<file path="config.mk">
export PLATFORM = sky130hd
export DESIGN_NAME = ir_cmd_scheduler
export DESIGN_NICKNAME = d
export VERILOG_FILES = /design/src/rtl/ir_cmd_scheduler.sv
export SDC_FILE = /design/constraint.sdc
export NUM_CORES = 1
export LEC_CHECK = 0
export ABC_AREA = 1
export CORE_MARGIN = 3
export CORE_UTILIZATION = 38
export CTS_CLUSTER_DIAMETER = 30
export CTS_CLUSTER_SIZE = 24
export DETAILED_ROUTE_END_ITERATION = 12
export GPL_TIMING_DRIVEN = 0
export PLACE_DENSITY = 0.52
export SLEW_MARGIN = 20
export SYNTH_ARGS = -nofsm -noshare
export SYNTH_HDL_FRONTEND = slang
export SYNTH_SLANG_ARGS = --single-unit
</file>
<file path="constraint.sdc">
create_clock -name clk -period 4.93 [get_ports clk]
set_clock_uncertainty 0.1 [all_clocks]
set_input_delay 0.986 -clock clk [delete_from_list [all_inputs] [get_ports clk]]
set_output_delay 0.986 -clock clk [all_outputs]
set_load 0.01 [all_outputs]
</file>
<file path="src/rtl/ir_cmd_scheduler.sv">
// NEC IR receive sequencer: sample-tick prescaler, key hold/release tracking and a
// press/auto-repeat command FIFO. Define IR_AUTOREPEAT_EN to build the auto-repeat path.
module ir_cmd_scheduler #(
  parameter int CLK_DIV       = 28125,
  parameter int RELEASE_TICKS = 256,
  parameter int REPEAT_DELAY  = 800,
  parameter int REPEAT_RATE   = 178,
  parameter int FIFO_DEPTH    = 4
) (
  input  logic       clk,
  input  logic       reset,
  input  logic       enable,
  input  logic       ir_in,
  output logic       sample_tick,
  input  logic       dec_valid,
  input  logic [7:0] dec_value,
  output logic       cmd_valid,
  input  logic       cmd_ready,
  output logic [7:0] cmd_data,
  output logic       cmd_repeat,
  output logic       key_held,
  output logic       overflow
);
  localparam int DIV_W = $clog2(CLK_DIV + 1);
  localparam int REL_W = $clog2(RELEASE_TICKS + 1);
  localparam int AW    = $clog2(FIFO_DEPTH);
`ifdef IR_AUTOREPEAT_EN
  localparam int DLY_W  = $clog2(REPEAT_DELAY + 1);
  localparam int RATE_W = $clog2(REPEAT_RATE + 1);
  localparam int RPT_W  = (DLY_W > RATE_W) ? DLY_W : RATE_W;
  localparam int ENT_W  = 9;
  typedef enum logic [1:0] {S_IDLE, S_WAIT, S_REPEAT} state_t;
`else
  localparam int ENT_W  = 8;
  typedef enum logic {S_IDLE, S_WAIT} state_t;
`endif

  if (CLK_DIV < 2 || RELEASE_TICKS < 1 || REPEAT_DELAY < 1 || REPEAT_RATE < 1 ||
      FIFO_DEPTH < 2 || (FIFO_DEPTH & (FIFO_DEPTH - 1)) != 0) begin : g_bad_cfg
    $error("ir_cmd_scheduler: illegal parameter set");
  end

  logic             ir_meta_q, ir_sync_q;
  logic [DIV_W-1:0] div_q, div_d;
  logic [REL_W-1:0] rel_q, rel_d;
  logic             rel_fire, rel_clr;
  state_t           state_q, state_d;
  logic [7:0]       key_q, key_d;
`ifdef IR_AUTOREPEAT_EN
  logic [RPT_W-1:0] rpt_q, rpt_d;
`endif
  logic             push, pop, full, push_ok;
  logic [ENT_W-1:0] push_data, head;
  logic [ENT_W-1:0] mem_q [FIFO_DEPTH];
  logic [ENT_W-1:0] mem_d [FIFO_DEPTH];
  logic [AW:0]      wr_q, wr_d, rd_q, rd_d;
  logic             ovf_q, ovf_d;

  // Prescaler freezes while disabled so ticks resume on the same phase.
  always_comb begin
    sample_tick = enable && (div_q == DIV_W'(CLK_DIV - 1));
    div_d       = div_q;
    if (enable) div_d = sample_tick ? '0 : div_q + DIV_W'(1);
  end

  always_comb begin
    rel_fire = sample_tick && ir_sync_q && (rel_q == REL_W'(RELEASE_TICKS - 1));
    rel_d    = rel_q;
    if (sample_tick) begin
      if (!ir_sync_q)                        rel_d = '0;
      else if (rel_q != REL_W'(RELEASE_TICKS)) rel_d = rel_q + REL_W'(1);
    end
    if (rel_clr) rel_d = '0;
  end

  // Priority in a held state: new code, then release, then repeat expiry, then tick.
  always_comb begin
    state_d   = state_q;
    key_d     = key_q;
    push      = 1'b0;
    push_data = '0;
    rel_clr   = 1'b0;
`ifdef IR_AUTOREPEAT_EN
    rpt_d     = rpt_q;
`endif
    if (!enable) begin
      state_d = S_IDLE;
    end else if (dec_valid && (state_q == S_IDLE || dec_value != key_q)) begin
      push      = 1'b1;
      push_data = ENT_W'({1'b0, dec_value});
      key_d     = dec_value;
      rel_clr   = rel_fire;
      state_d   = S_WAIT;
`ifdef IR_AUTOREPEAT_EN
      rpt_d     = '0;
`endif
    end else if (state_q != S_IDLE) begin
      if (rel_fire) begin
        state_d = S_IDLE;
`ifdef IR_AUTOREPEAT_EN
      end else if ((state_q == S_WAIT   && rpt_q == RPT_W'(REPEAT_DELAY)) ||
                   (state_q == S_REPEAT && rpt_q == RPT_W'(REPEAT_RATE))) begin
        push      = 1'b1;
        push_data = {1'b1, key_q};
        rpt_d     = '0;
        state_d   = S_REPEAT;
      end else if (sample_tick) begin
        rpt_d = rpt_q + RPT_W'(1);
`endif
      end
    end
  end

  // Extra pointer bit separates full from empty.
  always_comb begin
    full    = (wr_q[AW] != rd_q[AW]) && (wr_q[AW-1:0] == rd_q[AW-1:0]);
    pop     = cmd_valid && cmd_ready;
    push_ok = push && (!full || pop);
    mem_d   = mem_q;
    wr_d    = wr_q;
    rd_d    = rd_q;
    ovf_d   = ovf_q;
    if (push_ok) begin
      mem_d[wr_q[AW-1:0]] = push_data;
      wr_d = wr_q + (AW+1)'(1);
    end
    if (push && !push_ok) ovf_d = 1'b1;
    if (pop) rd_d = rd_q + (AW+1)'(1);
  end

  assign head      = mem_q[rd_q[AW-1:0]];
  assign cmd_valid = (wr_q != rd_q);
  assign cmd_data  = cmd_valid ? head[7:0] : 8'h00;
`ifdef IR_AUTOREPEAT_EN
  assign cmd_repeat = cmd_valid && head[8];
`else
  assign cmd_repeat = 1'b0;
`endif
  assign key_held  = (state_q != S_IDLE);
  assign overflow  = ovf_q;

  always_ff @(posedge clk) begin
    if (reset) begin
      ir_meta_q <= 1'b1;
      ir_sync_q <= 1'b1;
      div_q     <= '0;
      rel_q     <= '0;
      state_q   <= S_IDLE;
      key_q     <= '0;
`ifdef IR_AUTOREPEAT_EN
      rpt_q     <= '0;
`endif
      for (int i = 0; i < FIFO_DEPTH; i++) mem_q[i] <= '0;
      wr_q      <= '0;
      rd_q      <= '0;
      ovf_q     <= 1'b0;
    end else begin
      ir_meta_q <= ir_in;
      ir_sync_q <= ir_meta_q;
      div_q     <= div_d;
      rel_q     <= rel_d;
      state_q   <= state_d;
      key_q     <= key_d;
`ifdef IR_AUTOREPEAT_EN
      rpt_q     <= rpt_d;
`endif
      mem_q     <= mem_d;
      wr_q      <= wr_d;
      rd_q      <= rd_d;
      ovf_q     <= ovf_d;
    end
  end
endmodule

</file>
==> metrics <==
die height=106 um; DR pass1 iterations=5; crit start category=input pin; Initial Util=40.1%; first-pass GRT wire length=15,900 um; outcome=finished clean; Setup violations, final=0; Final Util=around 47%; vias in the first global route=3,203; Crit path arrival time=2450 ps; final RePlAce weighted congestion=0.800; pre-CTS WS=1390 ps; WL/cell=13.4 um; Final Hold Fails=0; switching share of power=28.4%; cell area after synthesis=3810 um^2; crit end category=primary output; layout cells sized above 1=8.32%; worst setup margin=1390 ps; Hold Buf Count CTS=0; synthesized net count=572; RSZ-0062 raised after global routing=no; count of different cell masters after synthesis=39; H-tree depth=3; max frequency=between 0.2 and 0.3 GHz; most common cell after layout, fill and taps aside=nor2_1; Rel. slew slack=63.9%; vias=3,444; Syn. warnings=0; IO Count=27; most frequent cells in the layout=nor2_1, nand2_1, dfxtp_1; number of clock sinks=74; Site Rows=35; total power=1.35 mW; die width=106 um; setup tns final=0 ps; Bufs on Longest Clock Path=2; Hold Path Class=flop to flop; post-route ant nets=0; max_cap viols=0; Root Driver=clkbuf_8; Final Slew Violations=0; synthesized flop and latch total=74; CP max FO=4; post-synth top area cell=dfxtp_1; Net Switching=0.385 mW; sequential share of the synthesized area=38.9%; Period minus WS final=3540 ps; share of the synthesized area in the top cell type=38.9%; pwr dens=306 nW/um^2; setup bufs post-CTS=0; Via density=around 4.8; CTS clock-pin slew for the worst setup and hold paths=around 70 ps; post-route DRC violation count=0; CTS Buf Count=9; final period utilization=71.8%; WL final=between 9000 and 10,000 um; Core Region=9500 um^2; Gate power share=17.2%; post_cts resized=0; Diodes inserted=0; initial antenna violation count=0; sequential share of power=46.4%; clock power share=approximately 36%; WP data required=3840 ps; die area=11,300 um^2; nets=608; GRT Util Overall=between 10% and 20%; CTS tree=built; DRT iter0 DRCs=117; Setup Crit Path Kind=input pin to primary output; grt total ovfl=0; Area contributors post-synth=dfxtp_1, nor2_1, nand2_1; Post-Synthesis Cells=548; Pint=0.969 mW; Skew-Pair Late Insertion Delay=340 ps; PortBufs=25; Worst-Margin Slew=541 ps; Pleak=1.85 nW; Area Overhead vs Synth=16.2%; Final HPWL DP=7070 um; Syn Area/Cell=a little under 7 um^2; Worst VDD drop=0.129 mV; largest net degree at the start of global routing=13
power by group through the flow:
stage          clock [mW]  combinational (mW)  sequential, mW
2_1_floorplan           0               0.148           0.639
3_3_place_gp            0               0.234           0.642
3_5_place_dp            0               0.237           0.643
4_1_cts             0.508               0.238           0.629
5_1_grt             0.537               0.258           0.631
6_report            0.492               0.233           0.629
worst paths after layout:
path / cells after the start / slack (ps) / start / to
setup / recovery: 6 / 1390 / enable / sample_tick
hold / removal: 1 / 320 / ir_meta_q / ir_sync_q
setup reg to reg: 9 / 2940 / rel_q[1] / rel_q[6]
hold reg to reg: 1 / 320 / ir_meta_q / ir_sync_q
cells by family after synthesis:
family | Yosys count | synth area share [%]
compound gates | 71 | 10.9
fa+ha+maj | 10 | 3.29
simple gates | 298 | 34.6
other cells | 1 | 0.0985
flops | 74 | 38.9
xor+xnor | 11 | 2.53
buf+inv | 83 | 9.63
synth_stat cells:
cell,number
a31oi_1,1
clkinv_4,1
o21ai_2,1
nand4_4,1
a2bb2oi_1,1
clkbuf_1,8
xnor2_1,3
nor2_8,1
inv_2,7
buf_6,5
ha_1,10
a31o_2,1
buf_4,3
nand3_4,1
o21a_1,2
o21ai_0,22
nand2_1,99
buf_1,4
inv_1,54
o211ai_1,1
nand3_1,50
xor2_1,8
a21oi_1,30
nand3_2,1
nand2_2,3
nor2_1,117
nor4_1,1
or2_2,3
conb_1,1
nand4_1,9
o21ai_1,1
nor3b_1,1
buf_2,1
o32ai_1,9
nor2_4,4
nor3_1,7
o31ai_1,1
a21oi_2,1
dfxtp_1,74
sequential cells by signal, indices dropped and copies added, names as in the netlist:
| name | count |
|---|---|
| ir_meta_q | 1 |
| rd_q | 3 |
| overflow | 1 |
| div_q | 15 |
| ir_sync_q | 1 |
| mem_q | 32 |
| wr_q | 3 |
| key_q | 8 |
| key_held | 1 |
| rel_q | 9 |
routing by layer:
layer	part of all wire (%)	track usage, %
met4	0.71	5.27
met2	49	30.5
met3	2.9	2.67
met1	47	23.0
met5	0	0
through the flow:
stage | cells | hold slack [ps] | instance area [um^2]
finish | 718 | 316 | 4420
global route | 718 | 331 | 4420
CTS | 718 | 320 | 4420
detailed placement | 702 | 301 | 4220
global placement | 702 | 294 | 4220
floorplan | 548 | 289 | 3810
final cells by class:
type / count / area (um^2)
buffer: 21 / 129
clock buffer: 12 / 155
clock inverter: 4 / 50.0
fill: 1005 / 5080
inverter: 62 / 238
multi-input combinational: 391 / 1960
sequential: 74 / 1480
tap: 129 / 161
timing repair buffer: 25 / 250
worst max-delay path, cell delays in order:
cell and delay [ps]:
clkdlybuf4s50_1 480, nand2_1 70, nor2_1 120, nand2_1 90, inv_1 140, clkdlybuf4s50_1 560
Power figures use the tool's default switching activity.
